[src/rtl/axis_reg_pkg.sv]
// Shared types for the AXI4-Stream register pipeline.
// Slice kinds, skid FSM states and the stage-count limit.
package axis_reg_pkg;

   typedef enum logic [1:0] {
      REG_BYPASS = 2'd0,
      REG_FWD    = 2'd1,
      REG_SKID   = 2'd2
   } reg_type_e;

   typedef enum logic [1:0] {
      EMPTY = 2'd0,
      FULL  = 2'd1,
      SKID  = 2'd2
   } skid_state_e;

   localparam int MAX_STAGES = 16;

endpackage

[src/rtl/ifc_axis.sv]
// AXI4-Stream bundle with master and slave views.
// Widths are set per instance.
interface ifc_axis #(
   parameter int DATA_WIDTH = 128,
   parameter int KEEP_WIDTH = 1,
   parameter int ID_WIDTH   = 1,
   parameter int DEST_WIDTH = 1,
   parameter int USER_WIDTH = 1
);
   logic [DATA_WIDTH-1:0] tdata;
   logic [KEEP_WIDTH-1:0] tkeep;
   logic                  tvalid;
   logic                  tready;
   logic                  tlast;
   logic [ID_WIDTH-1:0]   tid;
   logic [DEST_WIDTH-1:0] tdest;
   logic [USER_WIDTH-1:0] tuser;

   modport master (
      output tdata, tkeep, tvalid, tlast, tid, tdest, tuser,
      input  tready
   );

   modport slave (
      input  tdata, tkeep, tvalid, tlast, tid, tdest, tuser,
      output tready
   );
endinterface

[src/rtl/axis_reg_stage.sv]
// One pipeline slice on a packed payload bus.
// Bypass, forward register or two-entry skid register.
module axis_reg_stage
   import axis_reg_pkg::*;
#(
   parameter int        WIDTH    = 8,
   parameter reg_type_e REG_TYPE = REG_SKID
) (
   input  logic             clk,
   input  logic             rst,
   input  logic [WIDTH-1:0] s_data,
   input  logic             s_valid,
   output logic             s_ready,
   output logic [WIDTH-1:0] m_data,
   output logic             m_valid,
   input  logic             m_ready
);

   if (REG_TYPE == REG_SKID) begin : g_skid
      skid_state_e      state_q;
      skid_state_e      state_d;
      logic [WIDTH-1:0] o_q;
      logic [WIDTH-1:0] k_q;
      logic             o_load_s;
      logic             o_load_k;
      logic             k_load;
      logic             in_hs;
      logic             out_hs;

      // ready comes straight from the state register
      assign s_ready = (state_q != SKID) & ~rst;
      assign m_valid = (state_q != EMPTY);
      assign m_data  = o_q;
      assign in_hs   = s_valid & s_ready;
      assign out_hs  = m_valid & m_ready;

      always_ff @(posedge clk) begin
         if (rst) state_q <= EMPTY;
         else     state_q <= state_d;
      end

      always_ff @(posedge clk) begin
         if (o_load_s)      o_q <= s_data;
         else if (o_load_k) o_q <= k_q;
         if (k_load)        k_q <= s_data;
      end

      always_comb begin
         state_d  = state_q;
         o_load_s = 1'b0;
         o_load_k = 1'b0;
         k_load   = 1'b0;
         unique case (state_q)
            EMPTY: begin
               if (in_hs) begin
                  o_load_s = 1'b1;
                  state_d  = FULL;
               end
            end
            FULL: begin
               if (in_hs && out_hs) begin
                  o_load_s = 1'b1;
               end else if (in_hs) begin
                  k_load  = 1'b1;
                  state_d = SKID;
               end else if (out_hs) begin
                  state_d = EMPTY;
               end
            end
            SKID: begin
               if (out_hs) begin
                  o_load_k = 1'b1;
                  state_d  = FULL;
               end
            end
            default: state_d = EMPTY;
         endcase
      end
   end else if (REG_TYPE == REG_FWD) begin : g_fwd
      logic             valid_q;
      logic [WIDTH-1:0] data_q;

      assign s_ready = m_ready | ~valid_q;
      assign m_valid = valid_q;
      assign m_data  = data_q;

      always_ff @(posedge clk) begin
         if (rst)          valid_q <= 1'b0;
         else if (s_ready) valid_q <= s_valid;
      end

      always_ff @(posedge clk) begin
         if (s_valid & s_ready) data_q <= s_data;
      end
   end else begin : g_bypass
      logic unused_clk;

      assign unused_clk = ^{clk, rst};
      assign s_ready    = m_ready;
      assign m_valid    = s_valid;
      assign m_data     = s_data;
   end

endmodule

[src/rtl/axis_reg_pipe.sv]
// AXI4-Stream register pipeline: STAGES chained slices.
// Define AXIS_REG_PIPE_STATS_EN for beat/stall counters.
module axis_reg_pipe
   import axis_reg_pkg::*;
#(
   parameter int DATA_WIDTH  = 128,
   parameter int KEEP_ENABLE = 0,
   parameter int KEEP_WIDTH  = 1,
   parameter int LAST_ENABLE = 1,
   parameter int ID_ENABLE   = 0,
   parameter int ID_WIDTH    = 1,
   parameter int DEST_ENABLE = 0,
   parameter int DEST_WIDTH  = 1,
   parameter int USER_ENABLE = 0,
   parameter int USER_WIDTH  = 1,
   parameter int STAGES      = 2,
   parameter int REG_TYPE    = 2
) (
   input  logic        clk,
   input  logic        rst,
   ifc_axis.slave      s_axis_ifc,
   ifc_axis.master     m_axis_ifc
`ifdef AXIS_REG_PIPE_STATS_EN
   ,
   output logic [31:0] stat_beats,
   output logic [31:0] stat_stalls
`endif
);

   localparam int KW = (KEEP_ENABLE != 0) ? KEEP_WIDTH : 0;
   localparam int LW = (LAST_ENABLE != 0) ? 1 : 0;
   localparam int IW = (ID_ENABLE != 0) ? ID_WIDTH : 0;
   localparam int DW = (DEST_ENABLE != 0) ? DEST_WIDTH : 0;
   localparam int UW = (USER_ENABLE != 0) ? USER_WIDTH : 0;
   localparam int KO = DATA_WIDTH;
   localparam int LO = KO + KW;
   localparam int IO = LO + LW;
   localparam int DO = IO + IW;
   localparam int UO = DO + DW;
   localparam int PW = UO + UW;

   logic [PW-1:0] s_pl;
   logic [PW-1:0] m_pl;
   logic          m_valid;
   logic          unused_side;

   // disabled sidebands are simply dropped here
   assign unused_side = ^{s_axis_ifc.tkeep, s_axis_ifc.tlast,
                          s_axis_ifc.tid, s_axis_ifc.tdest,
                          s_axis_ifc.tuser};

   assign s_pl[DATA_WIDTH-1:0] = s_axis_ifc.tdata;
   assign m_axis_ifc.tdata     = m_pl[DATA_WIDTH-1:0];
   assign m_axis_ifc.tvalid    = m_valid;

   if (KEEP_ENABLE != 0) begin : g_keep
      assign s_pl[KO +: KEEP_WIDTH] = s_axis_ifc.tkeep;
      assign m_axis_ifc.tkeep       = m_pl[KO +: KEEP_WIDTH];
   end else begin : g_no_keep
      assign m_axis_ifc.tkeep = '1;
   end

   if (LAST_ENABLE != 0) begin : g_last
      assign s_pl[LO]         = s_axis_ifc.tlast;
      assign m_axis_ifc.tlast = m_pl[LO];
   end else begin : g_no_last
      assign m_axis_ifc.tlast = 1'b1;
   end

   if (ID_ENABLE != 0) begin : g_id
      assign s_pl[IO +: ID_WIDTH] = s_axis_ifc.tid;
      assign m_axis_ifc.tid       = m_pl[IO +: ID_WIDTH];
   end else begin : g_no_id
      assign m_axis_ifc.tid = '0;
   end

   if (DEST_ENABLE != 0) begin : g_dest
      assign s_pl[DO +: DEST_WIDTH] = s_axis_ifc.tdest;
      assign m_axis_ifc.tdest       = m_pl[DO +: DEST_WIDTH];
   end else begin : g_no_dest
      assign m_axis_ifc.tdest = '0;
   end

   if (USER_ENABLE != 0) begin : g_user
      assign s_pl[UO +: USER_WIDTH] = s_axis_ifc.tuser;
      assign m_axis_ifc.tuser       = m_pl[UO +: USER_WIDTH];
   end else begin : g_no_user
      assign m_axis_ifc.tuser = '0;
   end

   if (STAGES == 0 || REG_TYPE == int'(REG_BYPASS)) begin : g_wire
      logic unused_clk;

      assign unused_clk        = ^{clk, rst};
      assign m_pl              = s_pl;
      assign m_valid           = s_axis_ifc.tvalid;
      assign s_axis_ifc.tready = m_axis_ifc.tready;
   end else begin : g_chain
      logic [PW-1:0] pl  [STAGES+1];
      logic          vld [STAGES+1];
      logic          rdy [STAGES+1];

      assign pl[0]             = s_pl;
      assign vld[0]            = s_axis_ifc.tvalid;
      assign s_axis_ifc.tready = rdy[0];
      assign m_pl              = pl[STAGES];
      assign m_valid           = vld[STAGES];
      assign rdy[STAGES]       = m_axis_ifc.tready;

      for (genvar i = 0; i < STAGES; i++) begin : g_stage
         axis_reg_stage #(
            .WIDTH    (PW),
            .REG_TYPE (reg_type_e'(REG_TYPE))
         ) u_stage (
            .clk     (clk),
            .rst     (rst),
            .s_data  (pl[i]),
            .s_valid (vld[i]),
            .s_ready (rdy[i]),
            .m_data  (pl[i+1]),
            .m_valid (vld[i+1]),
            .m_ready (rdy[i+1])
         );
      end
   end

`ifdef AXIS_REG_PIPE_STATS_EN
   always_ff @(posedge clk) begin
      if (rst) begin
         stat_beats  <= '0;
         stat_stalls <= '0;
      end else begin
         if (m_valid & m_axis_ifc.tready)
            stat_beats <= stat_beats + 32'd1;
         if (m_valid & ~m_axis_ifc.tready)
            stat_stalls <= stat_stalls + 32'd1;
      end
   end
`endif

endmodule
[src/flat_wrapper.sv]
// flat-port wrapper written by rule: the top's interface ports become plain ports
module axis_reg_pipe_flat import axis_reg_pkg::*;
#(
   parameter int DATA_WIDTH  = 128,
   parameter int KEEP_ENABLE = 0,
   parameter int KEEP_WIDTH  = 1,
   parameter int LAST_ENABLE = 1,
   parameter int ID_ENABLE   = 0,
   parameter int ID_WIDTH    = 1,
   parameter int DEST_ENABLE = 0,
   parameter int DEST_WIDTH  = 1,
   parameter int USER_ENABLE = 0,
   parameter int USER_WIDTH  = 1,
   parameter int STAGES      = 2,
   parameter int REG_TYPE    = 2
)
  (clk, rst, s_axis_ifc_tdata, s_axis_ifc_tkeep, s_axis_ifc_tvalid, s_axis_ifc_tlast, s_axis_ifc_tid, s_axis_ifc_tdest, s_axis_ifc_tuser, s_axis_ifc_tready, m_axis_ifc_tdata, m_axis_ifc_tkeep, m_axis_ifc_tvalid, m_axis_ifc_tlast, m_axis_ifc_tid, m_axis_ifc_tdest, m_axis_ifc_tuser, m_axis_ifc_tready);
  ifc_axis #(.DATA_WIDTH(DATA_WIDTH), .KEEP_WIDTH(KEEP_WIDTH), .ID_WIDTH(ID_WIDTH), .DEST_WIDTH(DEST_WIDTH), .USER_WIDTH(USER_WIDTH)) s_axis_ifc_i ();
  ifc_axis #(.DATA_WIDTH(DATA_WIDTH), .KEEP_WIDTH(KEEP_WIDTH), .ID_WIDTH(ID_WIDTH), .DEST_WIDTH(DEST_WIDTH), .USER_WIDTH(USER_WIDTH)) m_axis_ifc_i ();
  input  logic clk;
  input  logic rst;
  input wire logic [$bits(s_axis_ifc_i.tdata)-1:0] s_axis_ifc_tdata;
  input wire logic [$bits(s_axis_ifc_i.tkeep)-1:0] s_axis_ifc_tkeep;
  input wire logic [$bits(s_axis_ifc_i.tvalid)-1:0] s_axis_ifc_tvalid;
  input wire logic [$bits(s_axis_ifc_i.tlast)-1:0] s_axis_ifc_tlast;
  input wire logic [$bits(s_axis_ifc_i.tid)-1:0] s_axis_ifc_tid;
  input wire logic [$bits(s_axis_ifc_i.tdest)-1:0] s_axis_ifc_tdest;
  input wire logic [$bits(s_axis_ifc_i.tuser)-1:0] s_axis_ifc_tuser;
  output wire logic [$bits(s_axis_ifc_i.tready)-1:0] s_axis_ifc_tready;
  output wire logic [$bits(m_axis_ifc_i.tdata)-1:0] m_axis_ifc_tdata;
  output wire logic [$bits(m_axis_ifc_i.tkeep)-1:0] m_axis_ifc_tkeep;
  output wire logic [$bits(m_axis_ifc_i.tvalid)-1:0] m_axis_ifc_tvalid;
  output wire logic [$bits(m_axis_ifc_i.tlast)-1:0] m_axis_ifc_tlast;
  output wire logic [$bits(m_axis_ifc_i.tid)-1:0] m_axis_ifc_tid;
  output wire logic [$bits(m_axis_ifc_i.tdest)-1:0] m_axis_ifc_tdest;
  output wire logic [$bits(m_axis_ifc_i.tuser)-1:0] m_axis_ifc_tuser;
  input wire logic [$bits(m_axis_ifc_i.tready)-1:0] m_axis_ifc_tready;
  assign s_axis_ifc_i.tdata = s_axis_ifc_tdata;
  assign s_axis_ifc_i.tkeep = s_axis_ifc_tkeep;
  assign s_axis_ifc_i.tvalid = s_axis_ifc_tvalid;
  assign s_axis_ifc_i.tlast = s_axis_ifc_tlast;
  assign s_axis_ifc_i.tid = s_axis_ifc_tid;
  assign s_axis_ifc_i.tdest = s_axis_ifc_tdest;
  assign s_axis_ifc_i.tuser = s_axis_ifc_tuser;
  assign s_axis_ifc_tready = s_axis_ifc_i.tready;
  assign m_axis_ifc_tdata = m_axis_ifc_i.tdata;
  assign m_axis_ifc_tkeep = m_axis_ifc_i.tkeep;
  assign m_axis_ifc_tvalid = m_axis_ifc_i.tvalid;
  assign m_axis_ifc_tlast = m_axis_ifc_i.tlast;
  assign m_axis_ifc_tid = m_axis_ifc_i.tid;
  assign m_axis_ifc_tdest = m_axis_ifc_i.tdest;
  assign m_axis_ifc_tuser = m_axis_ifc_i.tuser;
  assign m_axis_ifc_i.tready = m_axis_ifc_tready;
  axis_reg_pipe #(.DATA_WIDTH(DATA_WIDTH), .KEEP_ENABLE(KEEP_ENABLE), .KEEP_WIDTH(KEEP_WIDTH), .LAST_ENABLE(LAST_ENABLE), .ID_ENABLE(ID_ENABLE), .ID_WIDTH(ID_WIDTH), .DEST_ENABLE(DEST_ENABLE), .DEST_WIDTH(DEST_WIDTH), .USER_ENABLE(USER_ENABLE), .USER_WIDTH(USER_WIDTH), .STAGES(STAGES), .REG_TYPE(REG_TYPE)) u_core (.clk(clk), .rst(rst), .s_axis_ifc(s_axis_ifc_i), .m_axis_ifc(m_axis_ifc_i));
endmodule
[config.mk]
export PLATFORM = sky130hd
export DESIGN_NAME = axis_reg_pipe_flat
export DESIGN_NICKNAME = d
export VERILOG_FILES = /design/src/rtl/axis_reg_pkg.sv /design/src/rtl/ifc_axis.sv /design/src/rtl/axis_reg_stage.sv /design/src/rtl/axis_reg_pipe.sv /design/src/flat_wrapper.sv
export SDC_FILE = /design/constraint.sdc
export NUM_CORES = 1
export LEC_CHECK = 0
export CAP_MARGIN = 40
export CORE_MARGIN = 2
export CORE_UTILIZATION = 30
export CTS_CLUSTER_SIZE = 20
export DETAILED_ROUTE_END_ITERATION = 6
export GPL_TIMING_DRIVEN = 0
export SLEW_MARGIN = 20
export SYNTH_ARGS = -nofsm -noshare
export SYNTH_HDL_FRONTEND = slang
export SYNTH_SLANG_ARGS = --single-unit
[constraint.sdc]
create_clock -name clk -period 39.5 [get_ports clk]
set_input_delay 11.85 -clock clk [delete_from_list [all_inputs] [get_ports clk]]
set_output_delay 11.85 -clock clk [all_outputs]
set_load 0.01 [all_outputs]
==> metrics.txt <==
Die Span Y=~260 um; global-route wire length before repair=~60000 um; clock period minus final worst setup slack=25070 ps; overall routed net length=roughly 40000 um; Clock Tree Buf Depth=3; antenna cell count=0; Die W=255.4 um; parity-gate share of the synthesized area counting xor and xnor cells=less than 1%; Max-cap violations=0; power density of the placed cells=~48 nW/um2; cell at the root of the clock tree=sky130_fd_sc_hd__clkbuf_16; GRT Overall Usage=~12%; Final setup violation count=0; area of all sequential standard cells=15570 um2; worst hold slack=between 400 and 500 ps; std cell rows=between 90 and 100; via/cell ratio=approximately 4.2; sink count of the clock tree=520; cell taking the most area after synthesis=sky130_fd_sc_hd__edfxtp_1; hold crit path type=reg2reg; multiplexer share of the synthesized area=between 10% and 20%; HPWL after detailed placement=roughly 28000 um; compound-gate portion of the synthesized area=less than 1%; number of cells produced by synthesis=842; Synth-to-Final Area Change=32.48%; worst-case vdd ir drop=between 0.03 and 0.04 mV; count of pins over their slew limit=0; routed vias=~9000; kind of critical path=in2out; setup repair after global routing missed its margin=false; Max-slew headroom=between 50% and 60%; Synth warnings=0; Post-Route Skew=24.21 ps; DRC Markers=0; initial detailed-routing violation count=516; proportion of netlist area held by the largest area contributor=between 80 and 90%; routability cong.=0.7084; flop and latch count out of synthesis=520; multi-input combinational cell area=around 3100 um2; post-detailed-route wirelength per cell=18.97 um; Post-Synth Adder-Cell Area=0%; worst endpoint required time=approximately 28000 ps; cell area after placement=between 20000 and 25000 um2; maximum fanout along the worst path=10; initial standard-cell utilization of the core=30.21%; largest family of logic cells by synthesized area=multiplexers; post_cts resized=0; post-route design area=25110 um2; Final Hold Viols=0; non-filler cells, final=~2100; Setup crit end kind=output pin; # nets final=between 1000 and 1500; nature of the critical path startpoint=primary input; CTS H-tree lvls=2; count of antenna-violating nets left after detailed routing=0; number of CTS-inserted buffers=between 50 and 60; Avg Cell Area, Syn=roughly 23 um2; Worst-Skew Late Latency=between 500 and 600 ps; remaining global-route overflow=0; Distinct cells, synth=26; TritonCTS clock tree=yes; simple-gate share of the synthesized area=less than 1%; portion of the post-synthesis area used by sequential elements=between 80 and 90%; fmax=~0.04 GHz; die area=between 60000 and 70000 um2; number of antenna violations at the first check in global routing=4; postcts setup bufs=0; Hold-fix buffers, CTS=0; slew at the pin with the worst max-slew slack=around 630 ps; fraction of final layout cells sized beyond drive strength 1=26.23%; final clock period utilization by the worst path=a little under two thirds; via count of the first global-routing pass=9517; core footprint=between 60000 and 70000 um2; number of detailed-route iterations in the first pass=7; count of input and output buffers=between 200 and 300; status=finished clean; number of filler cells placed in the layout=roughly 5600; leakage dissipation=about 8.3 nW; Critical Path AT=between 10000 and 15000 ps; Placed Cells=about 2000; summed negative setup slack over all endpoints=0 ps; largest net degree at the start of global routing=25; total standard cell area after synthesis=between 15000 and 20000 um2; ranking of synthesized cells by area=sky130_fd_sc_hd__edfxtp_1 82%, sky130_fd_sc_hd__mux2_2 9.4%, sky130_fd_sc_hd__mux2_1 5.9%; io pins=272; CTS clock-pin slew for the worst setup and hold paths=60 ps
[logic make-up (layout without fill, tap and decap cells)]
family                 after synthesis  after routing
AO/OA/AOI/OAI                        8              8
other                                2              4
XOR/XNOR                             1              1
buffers and inverters               34            448
flip-flops                         520            520
AND/OR/NAND/NOR                     19             19
multiplexers                       258            258
[path summary, 6_finish.rpt]
path | start | endpoint | slack (ps) | cells after the start
worst max-delay path | rst | s_axis_ifc_tready | 14430 | 4
worst min-delay path | u_core.g_chain.g_stage[0].u_stage.m_data[6]$_DFFE_PP_ | u_core.g_chain.g_stage[1].u_stage.g_skid.k_q[6]$_DFFE_PP_ | 430 | 0
worst max register to register | register | u_core.g_chain.g_stage[1].u_stage.g_skid.k_q[38]$_DFFE_PP_ | 36540 | 9
worst min register to register | u_core.g_chain.g_stage[0].u_stage.m_data[6]$_DFFE_PP_ | u_core.g_chain.g_stage[1].u_stage.g_skid.k_q[6]$_DFFE_PP_ | 430 | 0
[cells in the mapped netlist]
library cell	number
sky130_fd_sc_hd__o21bai_1	2
sky130_fd_sc_hd__buf_4	16
sky130_fd_sc_hd__o32ai_1	1
sky130_fd_sc_hd__nor2b_1	4
sky130_fd_sc_hd__buf_6	10
sky130_fd_sc_hd__mux2_1	99
sky130_fd_sc_hd__or2_2	2
sky130_fd_sc_hd__a21oi_1	3
sky130_fd_sc_hd__xor2_1	1
sky130_fd_sc_hd__nor2_1	2
sky130_fd_sc_hd__nand2b_1	1
sky130_fd_sc_hd__mux2_2	159
sky130_fd_sc_hd__nor4bb_1	1
sky130_fd_sc_hd__dfxtp_1	4
sky130_fd_sc_hd__conb_1	2
sky130_fd_sc_hd__nor3_1	2
sky130_fd_sc_hd__o21ai_0	1
sky130_fd_sc_hd__nor3b_1	1
sky130_fd_sc_hd__or3b_2	1
sky130_fd_sc_hd__nand2_1	1
sky130_fd_sc_hd__nor4_4	1
sky130_fd_sc_hd__a211oi_1	1
sky130_fd_sc_hd__inv_1	1
sky130_fd_sc_hd__edfxtp_1	516
sky130_fd_sc_hd__buf_2	7
sky130_fd_sc_hd__nand3b_1	3
[final cells by class]
| type | count | share of cell area [%] |
|---|---|---|
| Sequential cell | 520 | 62.02 |
| Clock inverter | 36 | 1.271 |
| Tap cell | 846 | 4.215 |
| Inverter | 1 | 0.01495 |
| Multi-Input combinational cell | 290 | 12.54 |
| Clock buffer | 64 | 5.615 |
| Buffer | 33 | 1.066 |
| Timing Repair Buffer | 314 | 13.26 |
[critical path, stage by stage]
cell                              delay (ps)
sky130_fd_sc_hd__clkdlybuf4s50_1         520
sky130_fd_sc_hd__buf_2                   260
sky130_fd_sc_hd__nor2_1                   80
sky130_fd_sc_hd__clkdlybuf4s50_1         510
[registers in the layout, summed over array words and instances (netlist names)]
signal,count
u_core.g_chain.g_stage.u_stage.g_skid.k_q,258
u_core.g_chain.g_stage.u_stage.m_data,258
u_core.g_chain.g_stage.u_stage.g_skid.state_q,4
[report_power, final]
group / internal, mW / switching, mW / leakage (nW)
Combinational: 0.0398 / 0.0308 / 2.68
Sequential: 0.621 / 0.00475 / 4.76
Clock: 0.288 / 0.214 / 0.828
Total: 0.949 / 0.249 / 8.26
[stage by stage]
step,utilization [%],setup slack [ps],power (mW)
floorplan,-,15470,0.6691
global placement,36.11,9294,0.7096
detailed placement,37.27,14420,0.7101
CTS,40.03,14410,1.217
global route,40.03,14320,1.242
finish,40.03,14430,1.198
[layout by cell type (no fill, tap or decap), types with 2 or more instances in the layout]
master	n
sky130_fd_sc_hd__clkinv_1	12
sky130_fd_sc_hd__clkinvlp_4	7
sky130_fd_sc_hd__buf_6	21
sky130_fd_sc_hd__buf_12	2
sky130_fd_sc_hd__clkbuf_1	9
sky130_fd_sc_hd__buf_16	12
sky130_fd_sc_hd__buf_4	41
sky130_fd_sc_hd__mux2_1	99
sky130_fd_sc_hd__nor2b_1	4
sky130_fd_sc_hd__nand3b_1	3
sky130_fd_sc_hd__or2_2	2
sky130_fd_sc_hd__conb_1	4
sky130_fd_sc_hd__a21oi_1	2
sky130_fd_sc_hd__mux2_2	159
sky130_fd_sc_hd__clkinv_2	9
sky130_fd_sc_hd__clkdlybuf4s50_1	263
sky130_fd_sc_hd__dfxtp_1	4
sky130_fd_sc_hd__nor2_1	2
sky130_fd_sc_hd__buf_2	7
sky130_fd_sc_hd__edfxtp_1	516
sky130_fd_sc_hd__clkbuf_16	55
sky130_fd_sc_hd__bufinv_16	5
sky130_fd_sc_hd__inv_6	3
[metal layers]
metal | GRT usage [%] | wire length, um | share of wire, % | up-vias
met2 | 20.42 | 19790 | 50 | 213
li1 | - | - | - | 4120
met4 | 3.791 | 972 | 2.4 | 8
met1 | 15.14 | 16600 | 42 | 4518
met5 | 0 | 55 | 0.14 | -
met3 | 3.542 | 2495 | 6.3 | 78
Note: power is estimated with default switching activity, not from simulation.
